===== src/rtl/getir_birimi_if.sv =====
// Instruction-memory request/response bus between the fetch stage and memory.
interface getir_birimi_if;
  logic        bellek_istek_gecerli;
  logic        bellek_istek_hazir;
  logic [31:0] bellek_istek_adres;
  logic        bellek_yanit_gecerli;
  logic [31:0] bellek_yanit_buyruk;

  modport master (
    output bellek_istek_gecerli,
    output bellek_istek_adres,
    input  bellek_istek_hazir,
    input  bellek_yanit_gecerli,
    input  bellek_yanit_buyruk
  );

  modport slave (
    input  bellek_istek_gecerli,
    input  bellek_istek_adres,
    output bellek_istek_hazir,
    output bellek_yanit_gecerli,
    output bellek_yanit_buyruk
  );
endinterface


===== src/rtl/getir_birimi.sv =====
// Fetch stage: generates fetch addresses, tracks outstanding memory requests,
// filters responses by expected address and buffers them for the predictor
// and decode. Predictor and execute redirects steer the next fetch address.
module getir_birimi #(
  parameter logic [31:0] BASLANGIC_PS    = 32'h0000_0000,
  parameter int unsigned ISTEK_MAX       = 2,
  parameter int unsigned TAMPON_DERINLIK = 2
) (
  input  logic           clk,
  input  logic           rst,
  getir_birimi_if.master bellek,
  input  logic           ongoru_dallan,
  input  logic [31:0]    ongoru_dallan_ps,
  input  logic           duzelt_gecerli,
  input  logic [31:0]    duzelt_ps,
  input  logic           coz_hazir,
  output logic [31:0]    getir_ps,
  output logic [31:0]    getir_buyruk,
  output logic           getir_gecerli
);

  localparam int unsigned IW = (ISTEK_MAX > 1) ? $clog2(ISTEK_MAX) : 1;
  localparam int unsigned TW = (TAMPON_DERINLIK > 1) ? $clog2(TAMPON_DERINLIK) : 1;
  localparam int unsigned BW = $clog2(ISTEK_MAX + 1);
  localparam int unsigned DW = $clog2(TAMPON_DERINLIK + 1);
  localparam logic [IW-1:0] I_SON = IW'(ISTEK_MAX - 1);
  localparam logic [TW-1:0] T_SON = TW'(TAMPON_DERINLIK - 1);

  // Fetch address state.
  logic [31:0]   istek_ps;
  logic [31:0]   beklenen_ps;

  // Outstanding request addresses; occupancy equals bekleyen.
  logic [31:0]   adres_mem [ISTEK_MAX];
  logic [IW-1:0] adres_bas;
  logic [IW-1:0] adres_son;
  logic [BW-1:0] bekleyen;

  // Output instruction buffer.
  logic [31:0]   cikis_ps_mem     [TAMPON_DERINLIK];
  logic [31:0]   cikis_buyruk_mem [TAMPON_DERINLIK];
  logic [TW-1:0] cikis_bas;
  logic [TW-1:0] cikis_son;
  logic [DW-1:0] doluluk;

  // Per-cycle decisions.
  logic          istek_izin;
  logic          istek_ver;
  logic          yanit_al;
  logic [31:0]   yanit_adres;
  logic          yanit_eslesti;
  logic          tuket;
  logic [31:0]   ongoru_hedef;
  logic [31:0]   duzelt_hedef;
  logic          ongoru_yonlendir;
  logic          cikis_it;

  function automatic logic [IW-1:0] adres_sonraki(input logic [IW-1:0] p);
    return (p == I_SON) ? '0 : p + 1'b1;
  endfunction

  function automatic logic [TW-1:0] cikis_sonraki(input logic [TW-1:0] p);
    return (p == T_SON) ? '0 : p + 1'b1;
  endfunction

  // A request is only offered when every outstanding response is guaranteed
  // a buffer slot, so the buffer can never overflow on an accepted response.
  always_comb begin
    istek_izin = (32'(bekleyen) < ISTEK_MAX)
              && ((32'(bekleyen) + 32'(doluluk)) < TAMPON_DERINLIK)
              && !duzelt_gecerli;
    bellek.bellek_istek_gecerli = !rst && istek_izin;
    bellek.bellek_istek_adres   = istek_ps;
    istek_ver = bellek.bellek_istek_gecerli && bellek.bellek_istek_hazir;

    // Responses with nothing outstanding are stale and ignored.
    yanit_al      = bellek.bellek_yanit_gecerli && (bekleyen != '0);
    yanit_adres   = adres_mem[adres_bas];
    yanit_eslesti = yanit_al && (yanit_adres == beklenen_ps);

    getir_gecerli = (doluluk != '0);
    getir_ps      = getir_gecerli ? cikis_ps_mem[cikis_bas]     : 32'h0;
    getir_buyruk  = getir_gecerli ? cikis_buyruk_mem[cikis_bas] : 32'h0;
    tuket         = getir_gecerli && coz_hazir;

    ongoru_hedef = {ongoru_dallan_ps[31:2], 2'b00};
    duzelt_hedef = {duzelt_ps[31:2], 2'b00};

    // A taken prediction to the fall-through address changes nothing.
    ongoru_yonlendir = tuket && ongoru_dallan && (ongoru_hedef != (getir_ps + 32'd4));

    // Any redirect discards the response arriving in the same cycle; the
    // response still retires its outstanding slot.
    cikis_it = yanit_eslesti && !duzelt_gecerli && !ongoru_yonlendir;
  end

  // Control state: fetch pointers, outstanding count and buffer pointers.
  always_ff @(posedge clk) begin
    if (rst) begin
      istek_ps    <= BASLANGIC_PS;
      beklenen_ps <= BASLANGIC_PS;
      adres_bas   <= '0;
      adres_son   <= '0;
      bekleyen    <= '0;
      cikis_bas   <= '0;
      cikis_son   <= '0;
      doluluk     <= '0;
    end else begin
      if (istek_ver) begin
        adres_son <= adres_sonraki(adres_son);
      end
      if (yanit_al) begin
        adres_bas <= adres_sonraki(adres_bas);
      end
      if (istek_ver && !yanit_al) begin
        bekleyen <= bekleyen + 1'b1;
      end else if (!istek_ver && yanit_al) begin
        bekleyen <= bekleyen - 1'b1;
      end

      if (duzelt_gecerli) begin
        istek_ps    <= duzelt_hedef;
        beklenen_ps <= duzelt_hedef;
      end else if (ongoru_yonlendir) begin
        istek_ps    <= ongoru_hedef;
        beklenen_ps <= ongoru_hedef;
      end else begin
        if (istek_ver) begin
          istek_ps <= istek_ps + 32'd4;
        end
        if (cikis_it) begin
          beklenen_ps <= beklenen_ps + 32'd4;
        end
      end

      if (duzelt_gecerli || ongoru_yonlendir) begin
        cikis_bas <= '0;
        cikis_son <= '0;
        doluluk   <= '0;
      end else begin
        if (cikis_it) begin
          cikis_son <= cikis_sonraki(cikis_son);
        end
        if (tuket) begin
          cikis_bas <= cikis_sonraki(cikis_bas);
        end
        if (cikis_it && !tuket) begin
          doluluk <= doluluk + 1'b1;
        end else if (!cikis_it && tuket) begin
          doluluk <= doluluk - 1'b1;
        end
      end
    end
  end

  // Outstanding-address storage; contents are qualified by bekleyen.
  always_ff @(posedge clk) begin
    if (!rst && istek_ver) begin
      adres_mem[adres_son] <= istek_ps;
    end
  end

  // Instruction buffer storage; contents are qualified by doluluk.
  always_ff @(posedge clk) begin
    if (!rst && cikis_it) begin
      cikis_ps_mem[cikis_son]     <= yanit_adres;
      cikis_buyruk_mem[cikis_son] <= bellek.bellek_yanit_buyruk;
    end
  end

endmodule


===== src/flat_wrapper.sv =====
// flat-port wrapper written by rule: the top's interface ports become plain ports
module getir_birimi_flat 
#(
  parameter logic [31:0] BASLANGIC_PS    = 32'h0000_0000,
  parameter int unsigned ISTEK_MAX       = 2,
  parameter int unsigned TAMPON_DERINLIK = 2
)
  (clk, rst, ongoru_dallan, ongoru_dallan_ps, duzelt_gecerli, duzelt_ps, coz_hazir, getir_ps, getir_buyruk, getir_gecerli, bellek_bellek_istek_gecerli, bellek_bellek_istek_adres, bellek_bellek_istek_hazir, bellek_bellek_yanit_gecerli, bellek_bellek_yanit_buyruk);
  getir_birimi_if bellek_i ();
  input  logic clk;
  input  logic rst;
  input  logic ongoru_dallan;
  input  logic [31:0] ongoru_dallan_ps;
  input  logic duzelt_gecerli;
  input  logic [31:0] duzelt_ps;
  input  logic coz_hazir;
  output logic [31:0] getir_ps;
  output logic [31:0] getir_buyruk;
  output logic getir_gecerli;
  output wire logic [$bits(bellek_i.bellek_istek_gecerli)-1:0] bellek_bellek_istek_gecerli;
  output wire logic [$bits(bellek_i.bellek_istek_adres)-1:0] bellek_bellek_istek_adres;
  input wire logic [$bits(bellek_i.bellek_istek_hazir)-1:0] bellek_bellek_istek_hazir;
  input wire logic [$bits(bellek_i.bellek_yanit_gecerli)-1:0] bellek_bellek_yanit_gecerli;
  input wire logic [$bits(bellek_i.bellek_yanit_buyruk)-1:0] bellek_bellek_yanit_buyruk;
  assign bellek_bellek_istek_gecerli = bellek_i.bellek_istek_gecerli;
  assign bellek_bellek_istek_adres = bellek_i.bellek_istek_adres;
  assign bellek_i.bellek_istek_hazir = bellek_bellek_istek_hazir;
  assign bellek_i.bellek_yanit_gecerli = bellek_bellek_yanit_gecerli;
  assign bellek_i.bellek_yanit_buyruk = bellek_bellek_yanit_buyruk;
  getir_birimi #(.BASLANGIC_PS(BASLANGIC_PS), .ISTEK_MAX(ISTEK_MAX), .TAMPON_DERINLIK(TAMPON_DERINLIK)) u_core (.clk(clk), .rst(rst), .bellek(bellek_i), .ongoru_dallan(ongoru_dallan), .ongoru_dallan_ps(ongoru_dallan_ps), .duzelt_gecerli(duzelt_gecerli), .duzelt_ps(duzelt_ps), .coz_hazir(coz_hazir), .getir_ps(getir_ps), .getir_buyruk(getir_buyruk), .getir_gecerli(getir_gecerli));
endmodule

===== config.mk =====
export PLATFORM = sky130hd
export DESIGN_NAME = getir_birimi_flat
export DESIGN_NICKNAME = d
export VERILOG_FILES = /design/src/rtl/getir_birimi_if.sv /design/src/rtl/getir_birimi.sv /design/src/flat_wrapper.sv
export SDC_FILE = /design/constraint.sdc
export NUM_CORES = 1
export LEC_CHECK = 0
export ABC_AREA = 1
export ABC_CLOCK_PERIOD_IN_PS = 7800
export BUFFER_PORTS_ARGS = -buffer_cell sky130_fd_sc_hd__buf_4
export CORE_MARGIN = 2
export CORE_UTILIZATION = 40
export DETAILED_ROUTE_END_ITERATION = 7
export PLACE_DENSITY_LB_ADDON = 0.08
export SKIP_LAST_GASP = 1
export SLEW_MARGIN = 10
export SYNTH_ARGS = -nofsm -noshare
export SYNTH_HDL_FRONTEND = slang
export SYNTH_SLANG_ARGS = --single-unit

===== constraint.sdc =====
create_clock -name clk -period 7.8 [get_ports clk]
set_input_delay 1.17 -clock clk [delete_from_list [all_inputs] [get_ports clk]]
set_output_delay 1.17 -clock clk [all_outputs]
set_load 0.01 [all_outputs]

==> results.tsv <==
stage	metric	value	unit
status	status	completed	
pwr	power	3.55	mW
critical_path	required	8.00	ns
timing	min_period	5.72	ns
global_route	antenna_found_initial	1	
die	start_util	0.403	
die	fp.dieH	193	um
pwr	power_density	209	nW/um^2
cts	cts_hold_buf	0	
timing	worst_pin_slew	0.864	ns
yosys	ys_types	45	
critical_path	critPathMaxFanout	64	
timing	rsz0062_at_grt	no	
timing	hold_violations	0	
timing	fin_crit_sh	0.733	
yosys	syn_inst	1837	
timing	slew_headroom	0.423	
placed_design	placed_cells	2427	
global_route	grt_usage	0.227	
timing	clock.fmax	0.175	GHz
critical_path	start_kind	flop	
critical_path	worstReg2RegEnd	u_core.cikis_buyruk_mem[1][29]$_DFFE_PP_	
cts	clock_latency	0.56	ns
finish	layoutNonFillerInstCount	2481	
drt	wirelength	42900	um
drt	wl_per_cell	17.3	um
finish	final_common_cell	nand2_1	
global_route	gr-total-overflow	0	
placed_design	dp_slack	2.03	ns
critical_path	critPathBufInv	3	
cts	clk_pin_slew	0.06	ns
cts	post_cts_buffers	0	
yosys	ys_ff_latch	254	
yosys	seq_area_frac_synth	0.487	
timing	setup_viol	0	
critical_path	critPathMaxStageDelay	0.67	ns
die	die_area	37100	sq um
hold_path	hold_class	reg2reg	
finish	final_core_util	0.481	
cts	cts_tree	yes	
cts	numCtsBuffers	29	
drt	routed_via_density	4.97	
critical_path	timing.critical_path.mode_cell	nand2_1	
pwr	irDropWorstVdd	0.000187	V
global_route	grt_pass1_wl	64500	um
finish	drive_gt1_frac	0.146	
timing	fin_worst_skew	0.0139	ns
finish	diodes	0	
cts	htreeDepth	1	
yosys	avgSynthCellArea	7.75	sq um
critical_path	crit_type	reg2reg	
die	rows	69	
cts	clock_tree.root_cell	clkbuf_16	
drt	detail-route-antenna-nets	0	
drt	drt_iter0_markers	780	
global_route	grt_max_degree	67	
hold_path	hold_start	u_core.adres_bas$_SDFFE_PP0P_	
drt	vias	12300	
timing	setup_tns	0	ns
die	ios	201	
hold_path	min_to	u_core.adres_bas$_SDFFE_PP0P_	
placed_design	hpwl	30800	um
cts	clk_path_buf_depth	3	
pwr	p_leak	7.88	nW
cts	cts_resized	0	
yosys	synth_area	14200	sq um
yosys	ys.warnings.count	0	
critical_path	worstPathCellList	buf_4 > nor2_1 > nor2_1 > nand2_1 > inv_1 > ha_1 > nand3_1 > nor2_4 > nand2_1 > nor3_1 > nand3_1 > nand2_1 > nand2_1 > nor2_1 > nand2_1 > nor2_1 > nand2_2 > nand2_4 > nand3_2 > nor3b_4 > buf_4	
critical_path	cp-end-kind	flop	
cts	clock_sinks	254	
finish	syn_to_final_growth	19.4	%
timing	setup_ws	2.08	ns
hold_path	hold_depth	2	
die	coreArea	35300	sq um
drt	drc_errors	0	
critical_path	cp_slowest_cell	nand2_4	
finish	final_cell_mix	nand2_1 (699), inv_1 (211), buf_4 (210)	
critical_path	rrSetupSlack	2.08	ns
critical_path	cp.arrival	5.91	ns
critical_path	crit_family	simple AND/OR/NAND/NOR gates	
timing	slew_viol_final	0	
global_route	grt_pass1_vias	11300	
placed_design	port_buffers	192	
placed_design	gp_congestion	0.933	
drt	drtPass1Iterations	6	
critical_path	reg2reg_depth	21	
finish	nets	2106	
flow_run	drv_cap	0	
die	die_w	193	um
## worst min-delay path: cells and delay by family (launching register included)
kind | cells | cell delay [ns]
flip-flops | 1 | 0.30
buffers and inverters | 1 | 0.07
AO/OA/AOI/OAI | 1 | 0.06
## sequential cells by signal, indices dropped and copies added, names as in the netlist, named ones only
register / count
u_core.cikis_bas: 1
u_core.cikis_buyruk_mem: 64
u_core.doluluk: 2
u_core.cikis_ps_mem: 60
u_core.bekleyen: 2
u_core.adres_son: 1
u_core.bellek.bellek_istek_adres: 30
u_core.beklenen_ps: 30
u_core.cikis_son: 1
u_core.adres_bas: 1
u_core.adres_mem: 60
## cells by family after synthesis
| family | share of synthesized area |
|---|---|
| AOI/OAI and AO/OA | 0.0460 |
| xor gates and xnor gates | 0.0558 |
| adders and majority gates | 0.00580 |
| buffers and inverters | 0.0874 |
| DFF | 0.487 |
| other | 0.000264 |
| and+or+nand+nor | 0.318 |
## area by class of cell
class                           instances  area, sq um
Fill cell                            3542        18300
Sequential cell                       254         6930
Multi-Input combinational cell       1284         6090
Timing Repair Buffer                  210         1580
Inverter                              218          822
Clock buffer                           37          766
Tap cell                              461          577
Clock inverter                         17          229
## per-layer routing
layer / track usage / vias to the layer above / wire length, um
li1: - / 6232 / -
met1: 0.328 / 5648 / 20400
met2: 0.350 / 371 / 18500
met3: 0.0307 / 68 / 2780
met4: 0.0713 / 0 / 1240
met5: 0 / - / 0
## report_power, final
part | leakage [nW] | switching [mW] | internal (mW)
Combinational | 5.15 | 0.370 | 0.181
Clock | 0.482 | 0.556 | 0.861
Sequential | 2.25 | 0.0502 | 1.53
Total | 7.88 | 0.976 | 2.57
## how the worst max path moves through the flow
stage,end,slack [ns],cells after the start
6_report,u_core.cikis_buyruk_mem[1][29]$_DFFE_PP_,2.08,21
2_1_floorplan,u_core.cikis_buyruk_mem[0][0]$_DFFE_PP_,0.22,22
3_5_place_dp,u_core.bellek.bellek_istek_adres[2]$_SDFFE_PP0P_,2.03,21
4_1_cts,u_core.cikis_buyruk_mem[1][29]$_DFFE_PP_,2.02,21
5_1_grt,u_core.bellek.bellek_istek_adres[2]$_SDFFE_PP0P_,1.58,21
3_3_place_gp,u_core.cikis_buyruk_mem[1][16]$_DFFE_PP_,2.06,21
## synth_stat cells
cell type,instances,area (sq um)
edfxtp_1,184,5530
nor3b_1,1,7.51
nand3_2,6,60.1
o221ai_1,2,17.5
inv_2,5,18.8
nor2_4,5,56.3
buf_4,11,82.6
nand4_1,73,457
o2bb2ai_1,1,8.76
dfxtp_1,70,1400
nand2_2,1,6.26
o21ai_0,10,50.1
nor2_2,9,56.3
a21oi_1,88,440
o22ai_1,3,18.8
nor3_1,22,110
o2111ai_1,3,26.3
nor4_1,11,68.8
nand2_1,699,2620
clkbuf_1,40,150
and2_1,1,6.26
nand3b_1,6,45.0
nor2_1,112,420
nor3b_2,1,12.5
xor3_1,1,23.8
buf_2,17,85.1
or2_1,1,6.26
conb_1,1,3.75
a221oi_1,1,8.76
inv_4,1,6.26
nand3_1,110,551
buf_1,10,37.5
nand2_4,1,11.3
fa_1,1,20.0
a2111oi_0,1,8.76
xnor2_1,7,61.3
or2_2,4,25.0
o21ai_1,9,45.0
o21a_1,1,7.51
inv_1,212,796
buf_6,6,67.6
o21bai_1,2,15.0
o211ai_1,1,7.51
xor2_1,81,709
ha_1,5,62.6
## through the flow
step | instance area [sq um] | hold slack, ns
floorplan | 14200 | 0.448
global placement | 16000 | 0.456
detailed placement | 16000 | 0.474
CTS | 17000 | 0.484
global route | 17000 | 0.514
finish | 17000 | 0.480
(Power assumes the default switching activity.)
